`src/rtl/pxs_ball_ctrl_pkg.sv`:
```
// Package shared by the ball controller files.
// Contents:
//   - pixel-stream field positions;
//   - the FSM state type;
//   - helpers to pick the column/row counters out of a stream word and to build one.
// Stream layout: XC = [25:16], YC = [15:6], RGB = [5:0].
package pxs_ball_ctrl_pkg;

    localparam int unsigned STR_W  = 26;
    localparam int unsigned CRD_W  = 10;
    localparam int unsigned XC_LSB = 16;
    localparam int unsigned YC_LSB = 6;
    localparam int unsigned RGB_W  = 6;

    typedef enum logic [1:0] {
        S_IDLE,
        S_SPEED,
        S_BOUNCE,
        S_MOVE
    } state_t;

    function automatic logic [CRD_W-1:0] str_xc(input logic [STR_W-1:0] s);
        return s[XC_LSB +: CRD_W];
    endfunction

    function automatic logic [CRD_W-1:0] str_yc(input logic [STR_W-1:0] s);
        return s[YC_LSB +: CRD_W];
    endfunction

    function automatic logic [STR_W-1:0] mk_stream(input logic [CRD_W-1:0] xc,
                                                   input logic [CRD_W-1:0] yc);
        logic [STR_W-1:0] s;
        s = '0;
        s[XC_LSB +: CRD_W] = xc;
        s[YC_LSB +: CRD_W] = yc;
        return s;
    endfunction

endpackage

```
`src/rtl/pxs_edge_detect.sv`:
```
// Registered 1-bit rising-edge detector with synchronous active-high reset.
// Ports:
//   i_clk   - clock
//   i_rst   - synchronous reset, active high
//   i_level - input level (already debounced)
//   o_rise  - one-cycle pulse, the cycle after a 0->1 transition was sampled
module pxs_edge_detect (
    input  logic i_clk,
    input  logic i_rst,
    input  logic i_level,
    output logic o_rise
);

    logic r_prev;

    always_ff @(posedge i_clk) begin
        if (i_rst) begin
            r_prev <= 1'b0;
            o_rise <= 1'b0;
        end else begin
            r_prev <= i_level;
            o_rise <= i_level & ~r_prev;
        end
    end

endmodule

```
`src/rtl/pxs_ball_ctrl.sv`:
```
// Frame-synchronous bouncing-ball motion controller.
// At end of frame it runs S_SPEED -> S_BOUNCE -> S_MOVE, one cycle each, then returns to idle.
// Ports:
//   px_clk, rst          - pixel clock, synchronous active-high reset
//   RGBStr_i             - pixel stream; only XC/YC are used, to detect end of frame
//   inc_vel, dec_vel     - button levels; each rising edge queues a speed +1 / -1 request
//   pause                - while high, end-of-frame updates are skipped
//   x_ball, y_ball       - ball top-left coordinate
//   speed                - px/frame
//   bounce_x, bounce_y   - one-cycle bounce pulses
//   busy                 - high while the update sequence is running
module pxs_ball_ctrl
    import pxs_ball_ctrl_pkg::*;
#(
    parameter int unsigned SIZE_BALL   = 16,
    parameter int unsigned VISIBLECOLS = 640,
    parameter int unsigned VISIBLEROWS = 480,
    parameter int unsigned SPEED_INIT  = 1,
    parameter int unsigned SPEED_MAX   = 20
) (
    input  logic             px_clk,
    input  logic             rst,
    input  logic [STR_W-1:0] RGBStr_i,
    input  logic             inc_vel,
    input  logic             dec_vel,
    input  logic             pause,
    output logic [9:0]       x_ball,
    output logic [9:0]       y_ball,
    output logic [4:0]       speed,
    output logic             bounce_x,
    output logic             bounce_y,
    output logic             busy
);

    localparam logic [10:0] X_MAX   = 11'(VISIBLECOLS - SIZE_BALL);
    localparam logic [10:0] Y_MAX   = 11'(VISIBLEROWS - SIZE_BALL);
    localparam logic [9:0]  X_MAX10 = 10'(VISIBLECOLS - SIZE_BALL);
    localparam logic [9:0]  Y_MAX10 = 10'(VISIBLEROWS - SIZE_BALL);
    localparam logic [9:0]  X_RST   = 10'((VISIBLECOLS - SIZE_BALL) / 4);
    localparam logic [9:0]  Y_RST   = 10'((VISIBLEROWS - SIZE_BALL) / 2);
    localparam logic [9:0]  EOF_X   = 10'(VISIBLECOLS - 1);
    localparam logic [9:0]  EOF_Y   = 10'(VISIBLEROWS - 1);
    localparam logic [4:0]  SPD_RST = 5'(SPEED_INIT);
    localparam logic [4:0]  SPD_MAX = 5'(SPEED_MAX);

    state_t      r_state;
    logic        r_dx;          // 0: x increasing
    logic        r_dy;          // 0: y increasing
    logic        r_pend_inc;
    logic        r_pend_dec;
    logic        w_inc_rise;
    logic        w_dec_rise;
    logic        w_endframe;
    logic [10:0] w_x_sum;
    logic [10:0] w_y_sum;
    logic [9:0]  w_speed10;

    pxs_edge_detect u_inc_edge (
        .i_clk   (px_clk),
        .i_rst   (rst),
        .i_level (inc_vel),
        .o_rise  (w_inc_rise)
    );

    pxs_edge_detect u_dec_edge (
        .i_clk   (px_clk),
        .i_rst   (rst),
        .i_level (dec_vel),
        .o_rise  (w_dec_rise)
    );

    assign w_endframe = (str_xc(RGBStr_i) == EOF_X) && (str_yc(RGBStr_i) == EOF_Y);
    assign w_speed10  = {5'b0, speed};
    // One extra bit so the sum cannot wrap before it is clamped to the wall.
    assign w_x_sum    = {1'b0, x_ball} + {1'b0, w_speed10};
    assign w_y_sum    = {1'b0, y_ball} + {1'b0, w_speed10};

    always_ff @(posedge px_clk) begin
        if (rst) begin
            r_state    <= S_IDLE;
            r_dx       <= 1'b0;
            r_dy       <= 1'b0;
            r_pend_inc <= 1'b0;
            r_pend_dec <= 1'b0;
            x_ball     <= X_RST;
            y_ball     <= Y_RST;
            speed      <= SPD_RST;
            bounce_x   <= 1'b0;
            bounce_y   <= 1'b0;
            busy       <= 1'b0;
        end else begin
            bounce_x   <= 1'b0;
            bounce_y   <= 1'b0;
            r_pend_inc <= r_pend_inc | w_inc_rise;
            r_pend_dec <= r_pend_dec | w_dec_rise;
            unique case (r_state)
                S_IDLE: begin
                    if (w_endframe && !pause) begin
                        r_state <= S_SPEED;
                        busy    <= 1'b1;
                    end
                end
                S_SPEED: begin
                    if (r_pend_inc && !r_pend_dec) begin
                        speed <= (speed >= SPD_MAX) ? SPD_MAX : speed + 5'd1;
                    end else if (r_pend_dec && !r_pend_inc) begin
                        speed <= (speed == 5'd0) ? 5'd0 : speed - 5'd1;
                    end
                    // A request edge landing in this very cycle survives to the next frame.
                    r_pend_inc <= w_inc_rise;
                    r_pend_dec <= w_dec_rise;
                    r_state    <= S_BOUNCE;
                end
                S_BOUNCE: begin
                    if ((!r_dx && ({1'b0, x_ball} >= X_MAX)) || (r_dx && (x_ball == 10'd0))) begin
                        r_dx     <= ~r_dx;
                        bounce_x <= 1'b1;
                    end
                    if ((!r_dy && ({1'b0, y_ball} >= Y_MAX)) || (r_dy && (y_ball == 10'd0))) begin
                        r_dy     <= ~r_dy;
                        bounce_y <= 1'b1;
                    end
                    r_state <= S_MOVE;
                end
                S_MOVE: begin
                    if (!r_dx) begin
                        x_ball <= (w_x_sum > X_MAX) ? X_MAX10 : w_x_sum[9:0];
                    end else begin
                        x_ball <= (x_ball < w_speed10) ? 10'd0 : x_ball - w_speed10;
                    end
                    if (!r_dy) begin
                        y_ball <= (w_y_sum > Y_MAX) ? Y_MAX10 : w_y_sum[9:0];
                    end else begin
                        y_ball <= (y_ball < w_speed10) ? 10'd0 : y_ball - w_speed10;
                    end
                    busy    <= 1'b0;
                    r_state <= S_IDLE;
                end
                default: r_state <= S_IDLE;
            endcase
        end
    end

endmodule
```
`config.mk`:
```
export PLATFORM = sky130hd
export DESIGN_NAME = pxs_ball_ctrl
export DESIGN_NICKNAME = d
export VERILOG_FILES = /design/src/rtl/pxs_ball_ctrl_pkg.sv /design/src/rtl/pxs_edge_detect.sv /design/src/rtl/pxs_ball_ctrl.sv
export SDC_FILE = /design/constraint.sdc
export NUM_CORES = 1
export LEC_CHECK = 0
export BUFFER_PORTS_ARGS = -buffer_cell sky130_fd_sc_hd__buf_2
export CORE_AREA = 4 4 103 129
export CTS_CLUSTER_SIZE = 8
export DETAILED_ROUTE_END_ITERATION = 7
export DIE_AREA = 0 0 107 133
export REMOVE_ABC_BUFFERS = 1
export SETUP_SLACK_MARGIN = 0.5
export SLEW_MARGIN = 25
export SYNTH_ARGS = -nofsm -noshare
export SYNTH_HDL_FRONTEND = slang
export SYNTH_SLANG_ARGS = --single-unit
```
`constraint.sdc`:
```
create_clock -name px_clk -period 3.6 [get_ports px_clk]
set_input_delay 0.72 -clock px_clk [delete_from_list [all_inputs] [get_ports px_clk]]
set_output_delay 0.72 -clock px_clk [all_outputs]
set_load 0.01 [all_outputs]
```
==> metrics <==
Total Routed Length=10.55 mm; number of enable flip-flop cells after synthesis=0; maximum number of pins on one net before global-route repair=30; mapped cell area=0.003558 mm^2; total inserted antenna cells=0; Slowest cell on crit path=sky130_fd_sc_hd__dfxtp_1; CTS Root Buffer Type=sky130_fd_sc_hd__clkbuf_16; maximum operating frequency=approximately 340 MHz; Synth Instances=about 460; total die area=0.01423 mm^2; type of element launching the critical path=register; gpl congestion=0.9177; first-pass GRT wire length=17.22 mm; number of max-cap violations=0; final worst clock skew=0.004617 ns; Row Count=45; GRT overflow=0; Post-CTS Setup Repair Bufs=0; commonest cells in the netlist=sky130_fd_sc_hd__a21oi_1, sky130_fd_sc_hd__dfxtp_1, sky130_fd_sc_hd__nor2_1; effective utilization at floorplan=29.53%; io pins=59; cell area after placement=0.003966 mm^2; final-report max-slew violation count=0; endpoint arrival time on the critical path=roughly 3.2 ns; area of the core=0.01205 mm^2; detail-routed net length per standard cell=15.88 um; clock-pin slew on the worst setup and hold paths=0.06 ns; share of async-settable or async-resettable flops after synthesis=0%; cell count after placement=656; worst slack, placed=0.6407 ns; switching share of total power=22.01%; maximum root-to-sink buffer count=2; worst skew pair latency=0.28 ns; Total Neg Setup Slack=0 ns; unrepaired setup endpoints after global routing=yes; status=completed; Int Pwr=714.7 uW; initial antenna violation count=0; setup-violating endpoint count in the final report=0; worst IR drop on VDD=approximately 0.21 mV; Worst Setup Path Type=register to register; Hold Worst Slack=0.3799 ns; final hold viol count=0; time the worst path needs with I/O delays and setup=2.952 ns; PD cells=222.2 mW/mm^2; final antenna-violating net count=0; cells on worst reg2reg path=9; final clock period utilization by the worst path=82.01%; Detailed Route Iter0 Violations=196; Util after Layout=34.24%; vias after detailed routing=around 3600; critical-path cell list=inv_1 -> ha_1 -> nand4bb_4 -> o32a_1 -> o22ai_2 -> a32oi_1 -> a2111o_1 -> o311a_1 -> a211oi_2; total power draw=916.4 uW; Tightest Hold Check Type=register to register; standby leakage power=1.608 nW; number of different library cells in the post-synthesis netlist=75; total number of nets in the final design=563; floorplan die height=133 um; Chip Width=107 um; TritonCTS clock tree=built; Min-Delay Path Depth=1; sequential-to-total area share from yosys stat=21.38%; vias in the first global route=3552; H-tree level count=2; worst path required time=around 3.8 ns; Crit. End Element=register; non-filler cells in the finished layout=664; worst rel slew slack=56.91%; slew at the pin with the worst max-slew slack=0.6420 ns; share of layout cells above drive strength 1=17.60%; switching power total=201.7 uW; clock sink count=38; detailed-route DRC error count=0; minimum setup slack in the final design=~0.65 ns; number of buffers added by the clock tree synthesis step=5; summed area of non-filler cells in the final layout=0.004125 mm^2; combinational fraction of design power=3.6%; total track usage=14.68%; number of register bits inferred by synthesis=38; largest driver fanout on the critical path=9; part of the power in registers=between 40% and 50%; Post-synth top flop=sky130_fd_sc_hd__dfxtp_1; slowest stage delay, CP=around 0.53 ns; portion of total power attributed to the clock network=50.0%; area growth from synthesis to layout=15.93%; buffers added on ports=52; cell types occupying the most area after synthesis=sky130_fd_sc_hd__dfxtp_1, sky130_fd_sc_hd__ha_1, sky130_fd_sc_hd__a21oi_1; number of filler instances in the final layout=1301; post-DR vias/cell=5.429; Syn Area/Cell=~8 um^2; post-detail-place hpwl=8.147 mm; top cell type's share of synthesized area=21.38%; Yosys warning total=0; Initial DRT Pass Iterations=4; library cell occupying the most area in the post-synthesis netlist=sky130_fd_sc_hd__dfxtp_1
==> layout by cell type, fill, tap and decap left out, drive strengths merged, types with 14 or more instances in the layout <==
| master | instances |
|---|---|
| inv | 31 |
| nand3 | 14 |
| a21oi | 39 |
| buf | 61 |
| nor2 | 38 |
| ha | 29 |
| nand2 | 24 |
| o21ai | 30 |
| nor3 | 16 |
| nor2b | 15 |
| dfxtp | 38 |
==> power groups by stage <==
stage / Sequential (mW) / Clock [mW] / Combinational, mW
after floorplan: 0.435 / 0 / 0.0109
after global placement: 0.435 / 0 / 0.0322
after detailed placement: 0.435 / 0 / 0.0331
after CTS: 0.426 / 0.468 / 0.0331
after global routing: 0.426 / 0.478 / 0.0363
final: 0.426 / 0.458 / 0.0326
==> worst max-delay path: cells and delay by family, from the launching register on <==
kind | cells | cell delay, ns
fa+ha+maj | 1 | 0.35
compound gates | 6 | 1.55
flops | 1 | 0.53
buf+inv | 1 | 0.18
simple gates | 1 | 0.26
==> final cells by class <==
cell class / count / area [um^2] / area share, %
Sequential cell: 38 / 762.0 / 18.47
Timing Repair Buffer: 61 / 327.8 / 7.947
Clock buffer: 6 / 138.9 / 3.367
Multi-Input combinational cell: 361 / 2559 / 62.03
Clock inverter: 2 / 12.51 / 0.3033
Inverter: 32 / 120.1 / 2.912
Tap cell: 164 / 205.2 / 4.974
==> sequential cells by signal, summed over array words and instances (netlist names), 2 cells and up <==
signal / count
y_ball: 10
r_state: 2
speed: 5
x_ball: 10
==> cells by family after synthesis <==
family | share of synthesized area [%]
compound gates | 29.96
simple gates | 23.70
buf+inv | 6.892
flops | 21.38
fa+ha+maj | 12.45
xor+xnor | 4.184
mux | 1.442
==> metal layers <==
metal / up-vias / wire, um / GRT usage (%)
met1: 1702 / 4475 / 17.59
met4: 0 / 120 / 4.620
met2: 117 / 5266 / 26.54
li1: 1774 / - / -
met5: - / 0 / 0
met3: 12 / 685 / 2.294
==> what timing repair did <==
action / in CTS / in global routing
resized for setup: 0 / 2
hold buffers: 0 / 0
endpoints found under the setup margin: 0 / 7
==> worst paths after layout <==
path | start | slack [ns] | endpoint
max | speed[3]$_SDFFE_PP0P_ | 0.65 | y_ball[4]$_SDFFE_PP0P_
min | u_inc_edge.r_prev$_SDFF_PP0_ | 0.38 | u_inc_edge.o_rise$_SDFF_PP0_
max reg2reg | speed[3]$_SDFFE_PP0P_ | 0.65 | y_ball[4]$_SDFFE_PP0P_
min reg2reg | u_inc_edge.r_prev$_SDFF_PP0_ | 0.38 | u_inc_edge.o_rise$_SDFF_PP0_
(Power assumes the default switching activity.)
